<file path="src/rtl/vga_mem_pkg.sv">
// Shared SDRAM address geometry and fetch FSM types for the VGA framebuffer path.
package vga_mem_pkg;

  localparam int SDRAM_ROW_WIDTH   = 13;
  localparam int SDRAM_COL_WIDTH   = 9;
  localparam int SDRAM_BANK_WIDTH  = 2;
  localparam int SDRAM_HADDR_WIDTH = SDRAM_BANK_WIDTH + SDRAM_ROW_WIDTH + SDRAM_COL_WIDTH;

  typedef enum logic {
    IDLE,
    ISSUE
  } fetch_state_e;

  typedef struct packed {
    logic [SDRAM_BANK_WIDTH-1:0] bank;
    logic [SDRAM_ROW_WIDTH-1:0]  row;
    logic [SDRAM_COL_WIDTH-1:0]  col;
  } sdram_addr_t;

  function automatic logic [SDRAM_HADDR_WIDTH-1:0] pack_addr(
    input logic [SDRAM_BANK_WIDTH-1:0] bank,
    input logic [SDRAM_ROW_WIDTH-1:0]  row,
    input logic [SDRAM_COL_WIDTH-1:0]  col
  );
    return {bank, row, col};
  endfunction

  function automatic sdram_addr_t unpack_addr(input logic [SDRAM_HADDR_WIDTH-1:0] addr);
    return sdram_addr_t'(addr);
  endfunction

endpackage

</file>
<file path="src/rtl/vga_line_fetch_addr_gen_if.sv">
// Read-request port between the line fetch sequencer and the SDRAM controller.
interface vga_line_fetch_addr_gen_if
  import vga_mem_pkg::*;
#(
  parameter int ADDR_WIDTH = SDRAM_HADDR_WIDTH
);

  logic                  req_valid;
  logic                  req_ready;
  logic [ADDR_WIDTH-1:0] req_addr;

  modport master (
    output req_valid,
    output req_addr,
    input  req_ready
  );

  modport slave (
    input  req_valid,
    input  req_addr,
    output req_ready
  );

endinterface

</file>
<file path="src/rtl/vga_row_wrap.sv">
// Combinational framebuffer row wrap: (line + offset) mod FB_LINES, each input already < FB_LINES.
module vga_row_wrap #(
  parameter int LINE_WIDTH = 10,
  parameter int ROW_WIDTH  = 13,
  parameter int FB_LINES   = 512
) (
  input  logic [LINE_WIDTH-1:0] i_line,
  input  logic [LINE_WIDTH-1:0] i_offset,
  output logic [ROW_WIDTH-1:0]  o_row
);

  localparam logic [ROW_WIDTH:0] FB_LINES_EXT = (ROW_WIDTH + 1)'(FB_LINES);

  logic [ROW_WIDTH:0] w_sum;
  logic [ROW_WIDTH:0] w_wrapped;

  // One extra bit so the sum cannot overflow before the single conditional subtract
  assign w_sum     = (ROW_WIDTH + 1)'(i_line) + (ROW_WIDTH + 1)'(i_offset);
  assign w_wrapped = (w_sum >= FB_LINES_EXT) ? (w_sum - FB_LINES_EXT) : w_sum;
  assign o_row     = w_wrapped[ROW_WIDTH-1:0];

endmodule

</file>
<file path="src/rtl/vga_line_fetch_addr_gen.sv">
// Per-scanline SDRAM read-address sequencer: one burst train per line_start, with
// vertical scroll, framebuffer wrap and frame-synchronous double-buffer bank swap.
module vga_line_fetch_addr_gen
  import vga_mem_pkg::*;
#(
  parameter int ROW_WIDTH      = SDRAM_ROW_WIDTH,
  parameter int COL_WIDTH      = SDRAM_COL_WIDTH,
  parameter int BANK_WIDTH     = SDRAM_BANK_WIDTH,
  parameter int LINE_WIDTH     = 10,
  parameter int WORDS_PER_LINE = 320,
  parameter int BURST_LEN      = 8,
  parameter int FB_LINES       = 512,
  parameter int BANK_A         = 1,
  parameter int BANK_B         = 2
) (
  input  logic                             clk,
  input  logic                             rst,
  input  logic                             i_frame_start,
  input  logic                             i_line_start,
  input  logic [LINE_WIDTH-1:0]            i_line_idx,
  input  logic [LINE_WIDTH-1:0]            i_scroll_offset,
  input  logic                             i_swap_req,
  vga_line_fetch_addr_gen_if.master        rd_if,
  output logic                             o_busy,
  output logic                             o_front_buf,
  output logic                             o_swap_done,
  output logic                             o_overrun
);

  localparam int                   HADDR_WIDTH = BANK_WIDTH + ROW_WIDTH + COL_WIDTH;
  localparam logic [COL_WIDTH-1:0] LAST_COL    = COL_WIDTH'(WORDS_PER_LINE - BURST_LEN);
  localparam logic [COL_WIDTH-1:0] COL_STEP    = COL_WIDTH'(BURST_LEN);

  generate
    if ((WORDS_PER_LINE % BURST_LEN) != 0) begin : g_bad_burst
      $error("WORDS_PER_LINE must be a multiple of BURST_LEN");
    end
    if (FB_LINES > (2 ** ROW_WIDTH)) begin : g_bad_fb
      $error("FB_LINES must fit in ROW_WIDTH row bits");
    end
  endgenerate

  fetch_state_e            r_state;
  fetch_state_e            w_next_state;
  logic                    w_start;
  logic                    w_accept;
  logic                    w_last;
  logic                    w_swap_now;
  logic                    w_front_eff;
  logic [LINE_WIDTH-1:0]   w_scroll_eff;
  logic [ROW_WIDTH-1:0]    w_row;
  logic [LINE_WIDTH-1:0]   r_scroll;
  logic                    r_front;
  logic                    r_swap_pend;
  logic                    r_swap_done;
  logic                    r_overrun;
  logic [BANK_WIDTH-1:0]   r_bank;
  logic [ROW_WIDTH-1:0]    r_row;
  logic [COL_WIDTH-1:0]    r_col;

  // A line started in the same cycle as frame_start must see that frame's scroll and buffer
  assign w_swap_now   = i_frame_start && (r_swap_pend || i_swap_req);
  assign w_front_eff  = w_swap_now ? ~r_front : r_front;
  assign w_scroll_eff = i_frame_start ? i_scroll_offset : r_scroll;

  vga_row_wrap #(
    .LINE_WIDTH (LINE_WIDTH),
    .ROW_WIDTH  (ROW_WIDTH),
    .FB_LINES   (FB_LINES)
  ) u_row_wrap (
    .i_line   (i_line_idx),
    .i_offset (w_scroll_eff),
    .o_row    (w_row)
  );

  assign rd_if.req_valid = (r_state == ISSUE);
  assign rd_if.req_addr  = HADDR_WIDTH'({r_bank, r_row, r_col});
  assign w_accept        = rd_if.req_valid && rd_if.req_ready;
  assign w_last          = (r_col == LAST_COL);

  assign o_busy      = (r_state == ISSUE);
  assign o_front_buf = r_front;
  assign o_swap_done = r_swap_done;
  assign o_overrun   = r_overrun;

  always_comb begin
    w_next_state = r_state;
    w_start      = 1'b0;
    case (r_state)
      IDLE: begin
        if (i_line_start) begin
          w_next_state = ISSUE;
          w_start      = 1'b1;
        end
      end
      ISSUE: begin
        if (w_accept && w_last) begin
          w_next_state = IDLE;
        end
      end
      default: w_next_state = IDLE;
    endcase
  end

  always_ff @(posedge clk or posedge rst) begin
    if (rst) begin
      r_state <= IDLE;
    end else begin
      r_state <= w_next_state;
    end
  end

  // Line address capture and per-burst column stepping
  always_ff @(posedge clk or posedge rst) begin
    if (rst) begin
      r_bank <= '0;
      r_row  <= '0;
      r_col  <= '0;
    end else if (w_start) begin
      r_bank <= w_front_eff ? BANK_WIDTH'(BANK_B) : BANK_WIDTH'(BANK_A);
      r_row  <= w_row;
      r_col  <= '0;
    end else if (w_accept && !w_last) begin
      r_col  <= r_col + COL_STEP;
    end
  end

  always_ff @(posedge clk or posedge rst) begin
    if (rst) begin
      r_scroll    <= '0;
      r_front     <= 1'b0;
      r_swap_pend <= 1'b0;
      r_swap_done <= 1'b0;
    end else begin
      r_swap_done <= w_swap_now;
      if (i_frame_start) begin
        r_scroll    <= i_scroll_offset;
        r_front     <= w_front_eff;
        r_swap_pend <= 1'b0;
      end else if (i_swap_req) begin
        r_swap_pend <= 1'b1;
      end
    end
  end

  // Includes the cycle the last burst is accepted: no back-to-back chaining
  always_ff @(posedge clk or posedge rst) begin
    if (rst) begin
      r_overrun <= 1'b0;
    end else if (i_line_start && (r_state == ISSUE)) begin
      r_overrun <= 1'b1;
    end
  end

endmodule

</file>
<file path="src/flat_wrapper.sv">
// flat-port wrapper written by rule: the top's interface ports become plain ports
module vga_line_fetch_addr_gen_flat import vga_mem_pkg::*;
#(
  parameter int ROW_WIDTH      = SDRAM_ROW_WIDTH,
  parameter int COL_WIDTH      = SDRAM_COL_WIDTH,
  parameter int BANK_WIDTH     = SDRAM_BANK_WIDTH,
  parameter int LINE_WIDTH     = 10,
  parameter int WORDS_PER_LINE = 320,
  parameter int BURST_LEN      = 8,
  parameter int FB_LINES       = 512,
  parameter int BANK_A         = 1,
  parameter int BANK_B         = 2
)
  (clk, rst, i_frame_start, i_line_start, i_line_idx, i_scroll_offset, i_swap_req, o_busy, o_front_buf, o_swap_done, o_overrun, rd_if_req_valid, rd_if_req_addr, rd_if_req_ready);
  vga_line_fetch_addr_gen_if rd_if_i ();
  input  logic clk;
  input  logic rst;
  input  logic i_frame_start;
  input  logic i_line_start;
  input  logic [LINE_WIDTH-1:0] i_line_idx;
  input  logic [LINE_WIDTH-1:0] i_scroll_offset;
  input  logic i_swap_req;
  output logic o_busy;
  output logic o_front_buf;
  output logic o_swap_done;
  output logic o_overrun;
  output wire logic [$bits(rd_if_i.req_valid)-1:0] rd_if_req_valid;
  output wire logic [$bits(rd_if_i.req_addr)-1:0] rd_if_req_addr;
  input wire logic [$bits(rd_if_i.req_ready)-1:0] rd_if_req_ready;
  assign rd_if_req_valid = rd_if_i.req_valid;
  assign rd_if_req_addr = rd_if_i.req_addr;
  assign rd_if_i.req_ready = rd_if_req_ready;
  vga_line_fetch_addr_gen #(.ROW_WIDTH(ROW_WIDTH), .COL_WIDTH(COL_WIDTH), .BANK_WIDTH(BANK_WIDTH), .LINE_WIDTH(LINE_WIDTH), .WORDS_PER_LINE(WORDS_PER_LINE), .BURST_LEN(BURST_LEN), .FB_LINES(FB_LINES), .BANK_A(BANK_A), .BANK_B(BANK_B)) u_core (.clk(clk), .rst(rst), .i_frame_start(i_frame_start), .i_line_start(i_line_start), .i_line_idx(i_line_idx), .i_scroll_offset(i_scroll_offset), .i_swap_req(i_swap_req), .rd_if(rd_if_i), .o_busy(o_busy), .o_front_buf(o_front_buf), .o_swap_done(o_swap_done), .o_overrun(o_overrun));
endmodule
</file>
<file path="config.mk">
export PLATFORM = sky130hd
export DESIGN_NAME = vga_line_fetch_addr_gen_flat
export DESIGN_NICKNAME = d
export VERILOG_FILES = /design/src/rtl/vga_mem_pkg.sv /design/src/rtl/vga_line_fetch_addr_gen_if.sv /design/src/rtl/vga_row_wrap.sv /design/src/rtl/vga_line_fetch_addr_gen.sv /design/src/flat_wrapper.sv
export SDC_FILE = /design/constraint.sdc
export NUM_CORES = 1
export LEC_CHECK = 0
export BUFFER_PORTS_ARGS = -buffer_cell sky130_fd_sc_hd__buf_2
export CAP_MARGIN = 10
export CELL_PAD_IN_SITES_DETAIL_PLACEMENT = 1
export CELL_PAD_IN_SITES_GLOBAL_PLACEMENT = 1
export CORE_MARGIN = 2
export CORE_UTILIZATION = 35
export DETAILED_ROUTE_END_ITERATION = 10
export MAX_ROUTING_LAYER = met4
export PLACE_DENSITY = 0.83
export SLEW_MARGIN = 10
export SYNTH_ARGS = -nofsm -noshare
export SYNTH_HDL_FRONTEND = slang
export SYNTH_SLANG_ARGS = --single-unit
</file>
<file path="constraint.sdc">
create_clock -name clk -period 6.15 [get_ports clk]
set_input_delay 1.23 -clock clk [delete_from_list [all_inputs] [get_ports clk]]
set_output_delay 1.23 -clock clk [all_outputs]
set_load 0.1 [all_outputs]
</file>
==> results.sh, run 1 <==
export IMPL_met3_usage_pct=3.85
export IMPL_grt_use_total_pct=16.0
export IMPL_antenna_found_initial=0
export IMPL_ios=55
export IMPL_drt_wirelength_per_cell_um=14.8
export IMPL_initial_core_util_pct=36.3
export IMPL_grt_use_met2_pct=26.0
export IMPL_diodes=0
export IMPL_clkTransAtPathRegs_ps=70
export IMPL_cp_max_fo=12
export IMPL_numClockSinks=35
export IMPL_hpwl_mm=3.66
export IMPL_cts_resized=0
export IMPL_grt_util_met1_pct=20.1
export IMPL_crit_top_cell="ha_1"
export IMPL_setup_viol=0
export IMPL_ys_warnings_count=0
export IMPL_cts_buffers=5
export IMPL_netlist_area_um2=2010
export IMPL_hold_depth=1
export IMPL_final_max_slew_viol_count=0
export IMPL_rr_worst_depth=11
export IMPL_drive_gt1_share_pct=33.3
export IMPL_comb_power_share_pct=51.7
export IMPL_ys_flop_type="dfrtp_1"
export IMPL_ff2ff_setup_slack_ps=2800
export IMPL_async_flop_share_pct=100
export IMPL_syn_avg_cell_area_um2=10.1
export IMPL_path_class="input port to register"
export IMPL_ant_nets=0
export IMPL_row_count=27
export IMPL_worstPathArrival_ps=4510
export IMPL_crit_chain="buf_2 > mux2_2 > ha_1 > fa_1 > a211o_1 > a41o_1 > a41oi_1 > ha_1 > nor2b_1 > a211oi_1 > a21oi_1 > o31ai_2"
export IMPL_die_height_um=79.8
export IMPL_slowest_stage="fa_1"
export IMPL_tns_ps=0
export IMPL_num_vias=1649
export IMPL_viasPerCell=5.14
export IMPL_top_usage_layer="met2"
export IMPL_seqPwrFrac_pct=28.7
export IMPL_ys_ff_latch=35
export IMPL_maxSlewHeadroom_pct=32.9
export IMPL_switching_share_pct=51.8
export IMPL_endpoint_kind="register"
export IMPL_maxCapViolCount=0
export IMPL_die_x_um=79.8
export IMPL_grt_max_degree=36
export IMPL_synthTopCellsByArea="dfrtp_1 (44%), ha_1 (7.5%), mux2_2 (6.2%), nand2_1 (3.9%), nor2_1 (2.8%)"
export IMPL_fin_crit_sh_pct=70.1
export IMPL_p_per_area_nw_per_um2=453
export IMPL_root_buffer="clkbuf_8"
export IMPL_worst_ir_drop_vdd_mv=0.258
export IMPL_hold_viol_final=0
export IMPL_seq_area_frac_synth_pct=43.5
export IMPL_min_delay_start="u_core.o_overrun"
export IMPL_p_clk_share_pct=19.5
export IMPL_wl_mm=4.75
export IMPL_worstPathRequired_ps=6350
export IMPL_status="finished, final reports clean"
export IMPL_drtPass1Iterations=4
export IMPL_cts_buffer_depth=2
export IMPL_h_tree_depth=2
export IMPL_gp_congestion=0.779
export IMPL_hold_path_class="register to register"
export IMPL_post_cts_buffers=0
export IMPL_power_switching_mw=0.567
export IMPL_rsz0062_at_grt="false"
export IMPL_utilization_pct=43.7
export IMPL_cts_tree="yes"
export IMPL_area_growth_pct=20.3
export IMPL_worst_setup_path_start_kind="input port"
export IMPL_r2r_start="u_core.r_scroll[0]"
export IMPL_portBuffers=51
export IMPL_intPower_mw=0.528
export IMPL_clk_latency_ps=290
export IMPL_grt_pass1_vias=1635
export IMPL_cp_slowest_stage_delay_ps=410
export IMPL_drt_initial_drc_count=40
export IMPL_ctsHoldBuffers=0
export IMPL_syn_inst=200
export IMPL_p_leak_nw=1.14
export IMPL_grt_pass1_wl_mm=7.64
export IMPL_tightest_slew_ps=1000
export IMPL_ys_types=49
export IMPL_finalCriticalPeriod_ps=4310
export IMPL_max_freq_ghz=0.232
export IMPL_clock_skew_ps=5.20
export IMPL_die_area_um2=6370
export IMPL_r2r_end="u_core.r_row[10]"
export IMPL_grt_overflow=0
export IMPL_synth_top_area_share_pct=43.5
export IMPL_core_area_um2=5540
export IMPL_fin_nets=287
export IMPL_synth_top_cell_by_area="dfrtp_1"
export IMPL_synth_edf_count=0
export IMPL_hold_end="u_core.o_overrun"
export IMPL_drc=0
-- registers in the layout, summed over array words and instances (netlist names) --
name,cells
u_core.r_col,6
u_core.r_bank,2
u_core.o_front_buf,1
u_core.o_swap_done,1
u_core.o_busy,1
u_core.r_scroll,10
u_core.o_overrun,1
u_core.r_row,12
u_core.r_swap_pend,1
-- how the worst max path moves through the flow --
stage | from | to | slack (ps)
floorplan | i_frame_start | u_core.r_row[10] | 1820
global placement | i_frame_start | u_core.r_row[10] | 1790
detailed placement | i_frame_start | u_core.r_row[10] | 1600
CTS | i_frame_start | u_core.r_row[10] | 1900
global route | i_frame_start | u_core.r_row[10] | 1760
finish | i_frame_start | u_core.r_row[10] | 1840
-- power by group through the flow --
stage,Sequential (mW),Combinational [mW],Clock [mW]
detailed placement,0.320,0.569,0
global route,0.322,0.599,0.232
floorplan,0.618,0.173,0
global placement,0.317,0.559,0
finish,0.315,0.567,0.214
CTS,0.316,0.571,0.221
-- cell families after synthesis --
logic type / synth area share [%]
muxes: 7.40
xor gates and xnor gates: 3.05
and+or+nand+nor: 17.0
other: 0.186
DFF: 43.5
adders and majority gates: 8.46
AOI/OAI and AO/OA: 16.0
buffers and inverters: 4.35
-- synth_stat cells, types with 4 or more instances --
master	instances
nand3_1	6
dfrtp_1	35
a21oi_1	8
o21ai_0	9
nand2_1	21
clkbuf_1	7
inv_1	4
xor2_1	4
buf_4	5
nor2_1	15
mux2_2	11
nor2b_1	4
ha_1	12
o21a_1	5
nor3_1	4
-- cell usage in the layout (no fill, tap or decap), types with 2 or more instances in the layout --
master / count
buf_2: 51
a21o_1: 3
a31o_2: 2
conb_1: 3
o211ai_1: 2
nand3_1: 6
nand4_1: 3
a21oi_1: 8
o21bai_1: 2
ha_1: 12
xnor2_1: 3
a31oi_1: 2
nor3_1: 4
o31ai_1: 2
mux2_2: 11
o21a_1: 5
nor2b_1: 4
nand2_1: 21
clkbuf_8: 6
and3_1: 2
a211oi_1: 2
xor2_1: 4
inv_1: 4
or2_2: 2
o21ai_0: 9
nor2_1: 15
and2_0: 3
dfrtp_1: 35
-- metrics by stage --
step | instance area (um2) | setup slack (ps) | total power, mW | cells | hold WS (ps)
floorplan | 2020 | 1820 | 0.791 | 202 | 459
global placement | 2300 | 1790 | 0.876 | 313 | 435
detailed placement | 2300 | 1600 | 0.890 | 313 | 440
CTS | 2420 | 1900 | 1.11 | 321 | 457
global route | 2420 | 1760 | 1.15 | 321 | 492
finish | 2420 | 1840 | 1.10 | 321 | 454
-- critical path: cells and delay by family --
| family | cells | cell delay [ps] |
|---|---|---|
| compound gates | 6 | 1540 |
| simple gates | 1 | 140 |
| mux | 1 | 390 |
| buf+inv | 1 | 250 |
| fa+ha+maj | 3 | 950 |
-- layout make-up --
cell class	instances	area (um2)
clock buffer	6	82.6
clock inverter	2	35.0
fill	666	3120
inverter	5	18.8
multi-input combinational	149	1060
sequential	35	876
tap	72	90.1
timing repair buffer	52	263
-- per-layer routing --
metal	wire (um)	part of all wire [%]	up-vias
li1	-	-	804
met1	2170	46	807
met2	2350	49	34
met3	179	3.8	4
met4	48	1.0	0
met5	0	0	-
No activity file was read; power rests on OpenSTA's default activity.
==> inputs of run 2 (changes only) <==
--- a/config.mk
+++ b/config.mk
@@ -5,6 +5,7 @@
 export SDC_FILE = /design/constraint.sdc
 export NUM_CORES = 1
 export LEC_CHECK = 0
+export ABC_AREA = 1
 export BUFFER_PORTS_ARGS = -buffer_cell sky130_fd_sc_hd__buf_2
 export CAP_MARGIN = 10
 export CELL_PAD_IN_SITES_DETAIL_PLACEMENT = 1
@@ -13,7 +14,7 @@
 export CORE_UTILIZATION = 35
 export DETAILED_ROUTE_END_ITERATION = 10
 export MAX_ROUTING_LAYER = met4
-export PLACE_DENSITY = 0.83
+export PLACE_DENSITY = 0.85
 export SLEW_MARGIN = 10
 export SYNTH_ARGS = -nofsm -noshare
 export SYNTH_HDL_FRONTEND = slang
==> constraint.sdc (replaced) <==
create_clock -name clk -period 4.5 [get_ports clk]
set_input_delay 0.9 -clock clk [delete_from_list [all_inputs] [get_ports clk]]
set_output_delay 0.9 -clock clk [all_outputs]
set_load 0.1 [all_outputs]
==> results.sh, run 2 <==
export IMPL_diodes=0
export IMPL_ys_flop_type="dfrtp_1"
export IMPL_synthTopCellsByArea="dfrtp_1 (42%), nand2_1 (13%), ha_1 (7.3%), inv_1 (5.6%), mux2_2 (5.4%)"
export IMPL_maxCapViolCount=0
export IMPL_cts_tree="yes"
export IMPL_hpwl_mm=3.86
export IMPL_syn_avg_cell_area_um2=8.02
export IMPL_cts_buffers=5
export IMPL_utilization_pct=42.9
export IMPL_p_per_area_nw_per_um2=611
export IMPL_cp_max_fo=12
export IMPL_async_flop_share_pct=100
export IMPL_synth_edf_count=0
export IMPL_largest_register_ffs=12
export IMPL_yosys_top_cells_count="nand2_1 (69), dfrtp_1 (35), inv_1 (31), nand3_1 (19), nor2_1 (19)"
export IMPL_p_leak_nw=1.37
export IMPL_clk_latency_ps=290
export IMPL_grt_use_total_pct=17.2
export IMPL_syn_inst=258
export IMPL_netlist_area_um2=2070
export IMPL_rsz0062_at_grt="false"
export IMPL_reg_largest_list="u_core.r_row (12), u_core.r_scroll (10), u_core.r_col (6)"
export IMPL_path_class="input port to register"
export IMPL_power_total_mw=1.53
export IMPL_fin_nets=350
export IMPL_hold_path_class="register to register"
export IMPL_drc=0
export IMPL_hold_slack_ps=486
export IMPL_antenna_found_initial=0
export IMPL_layout_setup_ws_ps=1460
export IMPL_h_tree_depth=2
export IMPL_setup_viol=0
export IMPL_drt_initial_drc_count=57
export IMPL_ys_ff_latch=35
export IMPL_die_height_um=80.9
export IMPL_post_place_ws_ps=1170
export IMPL_clock_skew_ps=2.40
export IMPL_cts_buffer_depth=2
export IMPL_multi_input_area_um2=1020
export IMPL_area_growth_pct=20.7
export IMPL_tns_ps=0
export IMPL_num_vias=1818
export IMPL_drtPass1Iterations=4
export IMPL_n_fill_cell=766
export IMPL_fin_crit_sh_pct=67.6
export IMPL_synth_top_area_share_pct=42.3
export IMPL_numClockSinks=35
export IMPL_drt_wirelength_per_cell_um=12.7
export IMPL_clkTransAtPathRegs_ps=70
export IMPL_grt_pass1_wl_mm=8.43
export IMPL_layout_common_cells="nand2_1 (69), buf_2 (51), dfrtp_1 (35), inv_1 (31)"
export IMPL_wl_mm=4.93
export IMPL_grt_pass1_vias=1925
export IMPL_viasPerCell=4.70
export IMPL_finalCriticalPeriod_ps=3040
export IMPL_final_max_slew_viol_count=0
export IMPL_drive_gt1_share_pct=29.5
export IMPL_die_x_um=80.9
export IMPL_ios=55
export IMPL_core_area_um2=5820
export IMPL_post_cts_buffers=0
export IMPL_ys_types=24
export IMPL_ys_warnings_count=0
export IMPL_endpoint_kind="register"
export IMPL_cts_resized=0
export IMPL_tightest_slew_ps=546
export IMPL_hold_viol_final=0
export IMPL_gp_congestion=0.860
export IMPL_maxSlewHeadroom_pct=63.5
export IMPL_ant_nets=0
export IMPL_final_common_cell="nand2_1"
export IMPL_status="finished, final reports clean"
export IMPL_worst_setup_path_start_kind="input port"
export IMPL_root_buffer="clkbuf_8"
export IMPL_grt_max_degree=36
export IMPL_seqCellArea_um2=876
export IMPL_max_freq_ghz=0.329
export IMPL_synth_top_cell_by_area="dfrtp_1"
export IMPL_worst_ir_drop_vdd_mv=0.400
export IMPL_seq_area_frac_synth_pct=42.3
export IMPL_synth_most_common_cell="nand2_1"
export IMPL_worstPathArrival_ps=3220
export IMPL_worstPathRequired_ps=4680
export IMPL_initial_core_util_pct=35.6
export IMPL_ctsHoldBuffers=0
export IMPL_grt_overflow=0
export IMPL_largest_register="u_core.r_row"
export IMPL_portBuffers=51
export IMPL_row_count=28
export IMPL_die_area_um2=6540
run 2: area by class of cell:
cell class | instances | area share [%]
well taps | 75 | 3.76
inverters | 34 | 5.11
clock inverters | 3 | 1.75
repair buffers | 53 | 10.8
flip-flops and latches | 35 | 35.1
clock buffers | 5 | 2.76
multi-input cells | 182 | 40.7
run 2: metrics by stage:
stage	cell area [um2]	std cells
floorplan	2080	260
global placement	2380	379
detailed placement	2380	379
CTS	2500	387
global route	2500	387
finish	2500	387
run 2: critical path, stage by stage:
cell and delay [ps]:
buf_2 270, mux2_2 390, ha_1 230, fa_1 440, nand2_1 130, nand2_1 60
nor2_1 110, nand3_1 100, nor2_2 100, nand3_2 70, nor2_2 100, nand2_2 80
nand2_2 70, nand2_1 60, nand3_1 70, nand2_1 50
run 2: cell families (layout without fill, tap and decap cells):
group | count (synthesis) | in the layout | share of synthesized area [%]
other | 1 | 3 | 0.181
flip-flops | 35 | 35 | 42.3
XOR/XNOR | 1 | 1 | 0.423
AND/OR/NAND/NOR | 127 | 127 | 26.8
multiplexers | 10 | 10 | 5.44
AO/OA/AOI/OAI | 28 | 28 | 7.68
buffers and inverters | 43 | 95 | 8.89
adder cells (fa/ha/maj) | 13 | 13 | 8.22
run 2: metal layers:
metal | vias up | track usage (%) | wire length (um)
li1 | 919 | - | -
met1 | 854 | 19.9 | 2250
met2 | 38 | 30.1 | 2410
met3 | 7 | 3.89 | 226
met4 | 0 | 4.75 | 49
met5 | - | - | 0
run 2: final timing paths:
| kind | to | slack [ps] | cells past startpoint | startpoint |
|---|---|---|---|---|
| setup / recovery | u_core.r_row[10] | 1460 | 16 | i_frame_start |
| hold / removal | u_core.r_row[0] | 490 | 2 | u_core.r_row[0] |
| setup reg to reg | u_core.r_row[10] | 2100 | 15 | u_core.r_scroll[0] |
| hold reg to reg | u_core.r_row[0] | 490 | 2 | u_core.r_row[0] |
| max in group asynchronous | u_core.r_scroll[9] | 3470 | 3 | rst |
| min in group asynchronous | u_core.r_bank[0] | 710 | 3 | rst |
run 2: power breakdown:
part | internal (mW) | leakage [nW] | switching, mW
clock | 0.165 | 0.0581 | 0.121
sequential | 0.383 | 0.418 | 0.0490
combinational | 0.151 | 0.898 | 0.657
